### config.mk
export PLATFORM = sky130hd
export DESIGN_NAME = axi_stream_slack_fifo_flat
export DESIGN_NICKNAME = d
export VERILOG_FILES = /design/src/rtl/axi_stream_slack_fifo_if.sv /design/src/rtl/axi_stream_slack_fifo.sv /design/src/flat_wrapper.sv
export SDC_FILE = /design/constraint.sdc
export NUM_CORES = 1
export LEC_CHECK = 0
export CAP_MARGIN = 0
export CORE_MARGIN = 2
export CORE_UTILIZATION = 45
export CTS_CLUSTER_SIZE = 16
export DETAILED_ROUTE_END_ITERATION = 7
export SKIP_LAST_GASP = 1
export SLEW_MARGIN = 15
export SYNTH_ARGS = -nofsm -noshare
export SYNTH_HDL_FRONTEND = slang
export SYNTH_SLANG_ARGS = --single-unit
### constraint.sdc
create_clock -name clock -period 7 [get_ports clock]
set_input_delay 1.75 -clock clock [delete_from_list [all_inputs] [get_ports clock]]
set_output_delay 1.75 -clock clock [all_outputs]
set_load 0.05 [all_outputs]
### src/rtl/axi_stream_slack_fifo_if.sv
// AXI stream bundle shared by the slack FIFO and its neighbours.
// The master drives payload and valid; the slave answers with ready.
interface axi_stream #(
    parameter int unsigned DATA_WIDTH = 16,
    parameter int unsigned DEST_WIDTH = 8,
    parameter int unsigned USER_WIDTH = 8
) ();
    logic [DATA_WIDTH-1:0] data;
    logic [DEST_WIDTH-1:0] dest;
    logic [USER_WIDTH-1:0] user;
    logic                  tlast;
    logic                  valid;
    logic                  ready;

    modport master (output data, output dest, output user, output tlast, output valid,
                    input ready);
    modport slave  (input data, input dest, input user, input tlast, input valid,
                    output ready);
endinterface

### src/rtl/axi_stream_slack_fifo.sv
// First-word-fall-through stream FIFO behind a registered-ready upstream stage.
// Every valid beat is taken while space exists; ready drops early to leave SLACK headroom.
module axi_stream_slack_fifo #(
    parameter int unsigned DATA_WIDTH = 16,
    parameter int unsigned DEST_WIDTH = 8,
    parameter int unsigned USER_WIDTH = 8,
    parameter int unsigned DEPTH      = 16,
    parameter int unsigned SLACK      = 2
) (
    input  logic                         clock,
    input  logic                         reset,
    input  logic                         clear_overflow,
    axi_stream.slave                     stream_in,
    axi_stream.master                    stream_out,
    output logic [$clog2(DEPTH+1)-1:0]   occupancy,
    output logic                         overflow
);
    localparam int unsigned PtrW   = $clog2(DEPTH);
    localparam int unsigned CntW   = $clog2(DEPTH + 1);
    localparam int unsigned EntryW = DATA_WIDTH + DEST_WIDTH + USER_WIDTH + 1;

    logic [EntryW-1:0] r_mem [DEPTH];
    logic [PtrW-1:0]   r_wr_ptr;
    logic [PtrW-1:0]   r_rd_ptr;
    logic [CntW-1:0]   r_count;
    logic              r_overflow;
    logic              r_ready;

    logic              w_full;
    logic              w_pop;
    logic              w_push;
    logic              w_drop;
    logic [CntW-1:0]   w_count_next;

    assign w_full = (r_count == CntW'(DEPTH));
    assign w_pop  = (r_count != '0) && stream_out.ready;
    // Incoming ready is only a hint: acceptance depends on space alone.
    assign w_push = stream_in.valid && (!w_full || w_pop);
    assign w_drop = stream_in.valid && w_full && !w_pop;

    always_comb begin
        w_count_next = r_count;
        if (w_push && !w_pop) begin
            w_count_next = r_count + CntW'(1);
        end else if (!w_push && w_pop) begin
            w_count_next = r_count - CntW'(1);
        end
    end

    always_ff @(posedge clock) begin
        if (!reset) begin
            r_wr_ptr   <= '0;
            r_rd_ptr   <= '0;
            r_count    <= '0;
            r_overflow <= 1'b0;
            r_ready    <= 1'b0;
        end else begin
            if (w_push) begin
                r_wr_ptr <= r_wr_ptr + PtrW'(1);
            end
            if (w_pop) begin
                r_rd_ptr <= r_rd_ptr + PtrW'(1);
            end
            r_count <= w_count_next;
            // A drop in the same cycle as a clear must leave the flag set.
            if (w_drop) begin
                r_overflow <= 1'b1;
            end else if (clear_overflow) begin
                r_overflow <= 1'b0;
            end
            r_ready <= (w_count_next < CntW'(DEPTH - SLACK));
        end
    end

    always_ff @(posedge clock) begin
        if (w_push) begin
            r_mem[r_wr_ptr] <= {stream_in.data, stream_in.dest, stream_in.user, stream_in.tlast};
        end
    end

    assign stream_in.ready  = r_ready;
    assign stream_out.valid = (r_count != '0);
    assign {stream_out.data, stream_out.dest, stream_out.user, stream_out.tlast} =
        r_mem[r_rd_ptr];
    assign occupancy = r_count;
    assign overflow  = r_overflow;
endmodule

### src/flat_wrapper.sv
// flat-port wrapper written by rule: the top's interface ports become plain ports
module axi_stream_slack_fifo_flat 
#(
    parameter int unsigned DATA_WIDTH = 16,
    parameter int unsigned DEST_WIDTH = 8,
    parameter int unsigned USER_WIDTH = 8,
    parameter int unsigned DEPTH      = 16,
    parameter int unsigned SLACK      = 2
)
  (clock, reset, clear_overflow, occupancy, overflow, stream_in_data, stream_in_dest, stream_in_user, stream_in_tlast, stream_in_valid, stream_in_ready, stream_out_data, stream_out_dest, stream_out_user, stream_out_tlast, stream_out_valid, stream_out_ready);
  axi_stream #(.DATA_WIDTH(DATA_WIDTH), .DEST_WIDTH(DEST_WIDTH), .USER_WIDTH(USER_WIDTH)) stream_in_i ();
  axi_stream #(.DATA_WIDTH(DATA_WIDTH), .DEST_WIDTH(DEST_WIDTH), .USER_WIDTH(USER_WIDTH)) stream_out_i ();
  input  logic clock;
  input  logic reset;
  input  logic clear_overflow;
  output logic [$clog2(DEPTH+1)-1:0] occupancy;
  output logic overflow;
  input wire logic [$bits(stream_in_i.data)-1:0] stream_in_data;
  input wire logic [$bits(stream_in_i.dest)-1:0] stream_in_dest;
  input wire logic [$bits(stream_in_i.user)-1:0] stream_in_user;
  input wire logic [$bits(stream_in_i.tlast)-1:0] stream_in_tlast;
  input wire logic [$bits(stream_in_i.valid)-1:0] stream_in_valid;
  output wire logic [$bits(stream_in_i.ready)-1:0] stream_in_ready;
  output wire logic [$bits(stream_out_i.data)-1:0] stream_out_data;
  output wire logic [$bits(stream_out_i.dest)-1:0] stream_out_dest;
  output wire logic [$bits(stream_out_i.user)-1:0] stream_out_user;
  output wire logic [$bits(stream_out_i.tlast)-1:0] stream_out_tlast;
  output wire logic [$bits(stream_out_i.valid)-1:0] stream_out_valid;
  input wire logic [$bits(stream_out_i.ready)-1:0] stream_out_ready;
  assign stream_in_i.data = stream_in_data;
  assign stream_in_i.dest = stream_in_dest;
  assign stream_in_i.user = stream_in_user;
  assign stream_in_i.tlast = stream_in_tlast;
  assign stream_in_i.valid = stream_in_valid;
  assign stream_in_ready = stream_in_i.ready;
  assign stream_out_data = stream_out_i.data;
  assign stream_out_dest = stream_out_i.dest;
  assign stream_out_user = stream_out_i.user;
  assign stream_out_tlast = stream_out_i.tlast;
  assign stream_out_valid = stream_out_i.valid;
  assign stream_out_i.ready = stream_out_ready;
  axi_stream_slack_fifo #(.DATA_WIDTH(DATA_WIDTH), .DEST_WIDTH(DEST_WIDTH), .USER_WIDTH(USER_WIDTH), .DEPTH(DEPTH), .SLACK(SLACK)) u_core (.clock(clock), .reset(reset), .clear_overflow(clear_overflow), .stream_in(stream_in_i), .stream_out(stream_out_i), .occupancy(occupancy), .overflow(overflow));
endmodule
Word level (Yosys, flattened, before mapping)
Memories as Yosys holds them, arrays and structs flattened. A register that Yosys moved wholly into a read port is not among the register bits.
Cells that the tools add are included.

storage, ports and cells
  memories kept = 1
  flip-flop bits (word level) = 15
  bits of input ports = 38
  logic and storage cells = 32
  bits in writable memories = 528

memories
  memory        depth  width  rd ports  clocked after Yosys merged registers in  wr ports  RTL line                     source
  u_core.r_mem  16     33     1         1                                        1         axi_stream_slack_fifo.sv:22  logic [EntryW-1:0] r_mem [DEPTH];

operators by class
  eq/ne operators = 1
  $lt $le $gt $ge = 1
  add/sub/neg operators = 4
  reduce and logical (&&, ||, !) cells = 12
  multiplexer cells = 8

operators by type and width
  kind                   count
  $mux W5                2
  $add A4 B1 Y4 const B  2
  $mux W4                2
  $logic_and A1 B1 Y1    6
  $add A5 B1 Y5 const B  1
  $eq A5 B5 Y1 const B   1
  $lt A5 B4 Y1 const B   1
  $reduce_bool A5 Y1     1
  $sub A5 B1 Y5 const B  1
  $mux W1                4
  $logic_not A1 Y1       3
  $reduce_bool A2 Y1     1
  $logic_or A1 B1 Y1     1

Longest topological paths before layout
  word-level depth = 9
  gate-level depth with buffers = 7
  gate-level depth less buffers = 6

Least setup slack after synthesis
OpenSTA, ideal clock, no wires.

  path type = in2reg
  start point = input stream_out_ready
  end point = memory u_core.r_mem[1][0] in the netlist's numbering, enable pin
  cell stages on the path = 5
  path buffers = 1
  slack = 1583 ps
  data arrival time = 4953 ps
  data required time = 6536 ps
  cells stage by stage = clkbuf_1 -> inv_1 -> a31oi_1 -> nand2_1 -> nor3_1

on the way
  cells in the longest elaborated chain, start to end = 5

RTL lines
  item                           RTL line                     source
  start, declared                flat_wrapper.sv:29           input wire logic [$bits(stream_out_i.ready)-1:0] stream_out_ready;
  $logic_and A1 B1 Y1            axi_stream_slack_fifo.sv:36  assign w_pop = (r_count != '0) && stream_out.ready;
  $logic_or A1 B1 Y1             axi_stream_slack_fifo.sv:38  assign w_push = stream_in.valid && (!w_full || w_pop);
  $logic_and A1 B1 Y1            axi_stream_slack_fifo.sv:38
  $mux W1                        axi_stream_slack_fifo.sv:76  if (w_push) begin
  $mux W1 (not written as such)  axi_stream_slack_fifo.sv:77  r_mem[r_wr_ptr] <= {stream_in.data, stream_in.dest, stream_in.user, stream_in.tlast};
  end, declared                  axi_stream_slack_fifo.sv:22

No other way between the ends.

==> flow_summary_export.csv <==
group,metric,value,unit
global_route,antenna_found_initial,1,
critical_path,max_stage_delay,0.73,ns
yosys,synthSimpleGateAreaFrac,0.0152,
placement,place_area,22500,um^2
timing,period_needed,5.44,ns
clocking,postCtsHoldBufs,0,
timing,drv_slew,0,
job,maxCapViolations,0,
route,wl,43000,um
yosys,synth_top_family_by_area,"multiplexers",
pwr,power.leakage,7.33,nW
pwr,ir_worst_vdd,0.222,mV
timing,finalSetupTns,0,ns
global_route,grt.total_usage,0.185,
critical_path,required,5.25,ns
critical_path,slowest_stage,"dfxtp_4",
layout,final-instance-count-excl-fill,1619,
yosys,syn_area,20800,um^2
clocking,cts.reportedPaths.clkPinSlew,0.06,ns
timing,setup_violations,0,
floorplanning,dieHeight,219,um
clocking,cts_buffer_depth,3,
layout,n_antenna_cell,0,
route,vias,9263,
critical_path,regToRegSetupSlack,3.55,ns
floorplanning,num_rows,78,
critical_path,worst_setup_path_start_kind,"flop",
clocking,cts.sinks,547,
yosys,synthAdderAreaFrac,0.00420,
placement,place_congestion,0.736,
timing,fin_ws,1.56,ns
route,vias_per_cell,5.72,
critical_path,crit_path_end_kind,"primary output",
clocking,cts_setup_buffers,0,
floorplanning,initial_core_util,0.457,
route,drt_first_iter_violations,926,
timing,min_period_over_period,0.777,
route,wl_per_cell,26.6,um
layout,areaGrowthSynthToFinish,15.9,%
clocking,cts_resized,0,
timing,fmax,0.184,GHz
yosys,synthFlopType,"edfxtp_1",
floorplanning,die-area,48100,um^2
timing,relSlewSlack,0.261,
clocking,htreeDepth,2,
timing,finalHoldViolations,0,
clocking,cts_inserted_buffers,55,
global_route,grt_overflow,0,
yosys,ys_seq_elements,547,
critical_path,worst_path_most_repeated_cell,"mux4_2",
layout,finish.instance_area,24200,um^2
global_route,grt_first_pass_wirelength,64200,um
route,ant_nets,0,
layout,drive_gt1_frac,0.279,
floorplanning,ios,79,
floorplanning,core_area,45600,um^2
yosys,synth_edf_count,528,
placement,pre_cts_slack,1.92,ns
timing,finClkSkew,0.0154,ns
route,dr.pass1.iters,5,
timing,rsz0062_at_grt,"no",
yosys,synth-async-reset-ratio,0,
clocking,insertion_delay,0.61,ns
global_route,grt_pass1_vias,9840,
critical_path,path_cells,"buf_4 > mux4_2 > mux4_2 > clkdlybuf4s50_1",
yosys,ys_seq_area_frac,0.779,
yosys,synth_warnings,0,
critical_path,critPathMaxFanout,26,
run_status,status,"completed",
placement,dp.cells,1515,
worst_hold_path,hold_path.class,"flop to flop",
placement,io_buffer_count,78,
yosys,synth_cell_types,40,
pwr,cellPowerDensity,307,nW/um^2
critical_path,critPathKind,"flop to primary output",
global_route,grt_max_degree,80,
yosys,syn_inst,859,
yosys,synth_xor_area_frac,0.00294,
layout,num-nets-final,1017,
clocking,cts_tree,"built",
yosys,synthMuxAreaShare,0.179,
route,drcViolationCount,0,
clocking,cts_root_buf,"clkbuf_16",
yosys,avgSynthCellArea,24.3,um^2
yosys,syn_nets,904,
yosys,synth_compound_area_frac,0.00654,
floorplanning,die_w,219,um
timing,tightest_slew,1.11,ns
critical_path,arrival,3.69,ns
placement,dp_hpwl,22400,um
area by class of cell:
cell class / instances / area (um^2)
Tap cell: 600 / 751
Sequential cell: 547 / 16200
Inverter: 9 / 33.8
Clock inverter: 38 / 287
Timing Repair Buffer: 101 / 991
Multi-Input combinational cell: 258 / 4440
Clock buffer: 66 / 1420
Fill cell: 3447 / 21400
power by group:
| group | switching, mW | internal [mW] | total (mW) |
|---|---|---|---|
| Clock | 1.21 | 1.56 | 2.76 |
| Combinational | 0.527 | 0.452 | 0.979 |
| Sequential | 0.0477 | 3.64 | 3.69 |
layer usage:
layer  GRT usage  share of wire  vias to the layer above
met1       0.264           0.44                     5020
met2       0.304           0.50                      262
met4      0.0412          0.013                        2
li1            -              -                     3929
met3      0.0306          0.054                       50
met5           0        0.00040                        -
layout by cell type, fill, tap and decap left out, types with 2 or more instances in the layout:
cell | synthesis | layout
and2_1 | 4 | 4
dfxtp_4 | 0 | 3
nand3_1 | 3 | 3
nand2b_1 | 3 | 3
edfxtp_1 | 528 | 528
clkinv_2 | 0 | 9
dfxtp_1 | 19 | 15
buf_12 | 0 | 3
and3_1 | 4 | 4
clkbuf_16 | 0 | 55
nor3_1 | 6 | 2
clkdlybuf4s50_1 | 0 | 78
a31oi_1 | 2 | 2
a311oi_1 | 2 | 2
nand4b_1 | 2 | 2
mux4_2 | 165 | 165
nor3_2 | 0 | 4
o211ai_1 | 3 | 3
nor2_1 | 22 | 10
nor2_4 | 0 | 12
xor2_1 | 6 | 6
bufinv_16 | 0 | 3
inv_1 | 9 | 9
buf_4 | 0 | 20
clkinvlp_4 | 0 | 2
and4_1 | 2 | 2
nand2_1 | 7 | 7
a21oi_1 | 4 | 4
clkinv_1 | 0 | 20
clkinv_8 | 0 | 2
clkbuf_1 | 20 | 11
ha_1 | 7 | 7
cells in the mapped netlist, types with 2 or more instances:
cell | n | area, um^2
a21oi_1 | 4 | 20.0
a311oi_1 | 2 | 17.5
a31oi_1 | 2 | 12.5
and2_1 | 4 | 25.0
and3_1 | 4 | 25.0
and4_1 | 2 | 17.5
buf_1 | 7 | 26.3
buf_2 | 8 | 40.0
buf_6 | 9 | 101
clkbuf_1 | 20 | 75.1
dfxtp_1 | 19 | 380
edfxtp_1 | 528 | 15900
ha_1 | 7 | 87.6
inv_1 | 9 | 33.8
mux4_2 | 165 | 3720
nand2_1 | 7 | 26.3
nand2b_1 | 3 | 18.8
nand3_1 | 3 | 15.0
nand4b_1 | 2 | 17.5
nor2_1 | 22 | 82.6
nor3_1 | 6 | 30.0
o211ai_1 | 3 | 22.5
xor2_1 | 6 | 52.6
state kept, by name, summed over array words and instances (netlist names), named ones only:
| register | count |
|---|---|
| u_core.r_mem | 528 |
| u_core.r_rd_ptr | 4 |
| u_core.r_wr_ptr | 4 |
| u_core.stream_in.ready | 1 |
| u_core.occupancy | 5 |
| u_core.overflow | 1 |
worst max-delay path, delay by kind of cell, from the launching register on:
family,cells,cell delay (ns)
buffers and inverters,2,1.26
flip-flops,1,0.73
multiplexers,2,1.07
final timing paths:
check	start	endpoint	cells after the start
worst max-delay path	flop	stream_out_data[7]	4
worst min register to register	u_core.r_rd_ptr[1]$_SDFFE_PN0N_	flop	2
worst min-delay path	u_core.r_rd_ptr[1]$_SDFFE_PN0N_	flop	2
worst max register to register	u_core.occupancy[1]$_SDFF_PN0_	u_core.r_mem[12][31]$_DFFE_PP_	7
kinds of logic after synthesis:
logic type      count (synthesis)
mux                           166
simple gates                   60
fa+ha+maj                       7
xor+xnor                        7
compound gates                 18
flops                         547
buf+inv                        54
stage by stage:
step | hold WS, ns | utilization | power, mW
after detailed placement | 0.499 | 0.493 | 4.76
after CTS | 0.514 | 0.530 | 7.52
final | 0.514 | 0.530 | 7.43
after global placement | 0.488 | 0.493 | 4.75
after floorplan | 0.463 | - | 4.47
after global routing | 0.550 | 0.530 | 7.69
Note: power is estimated with default switching activity, not from simulation.
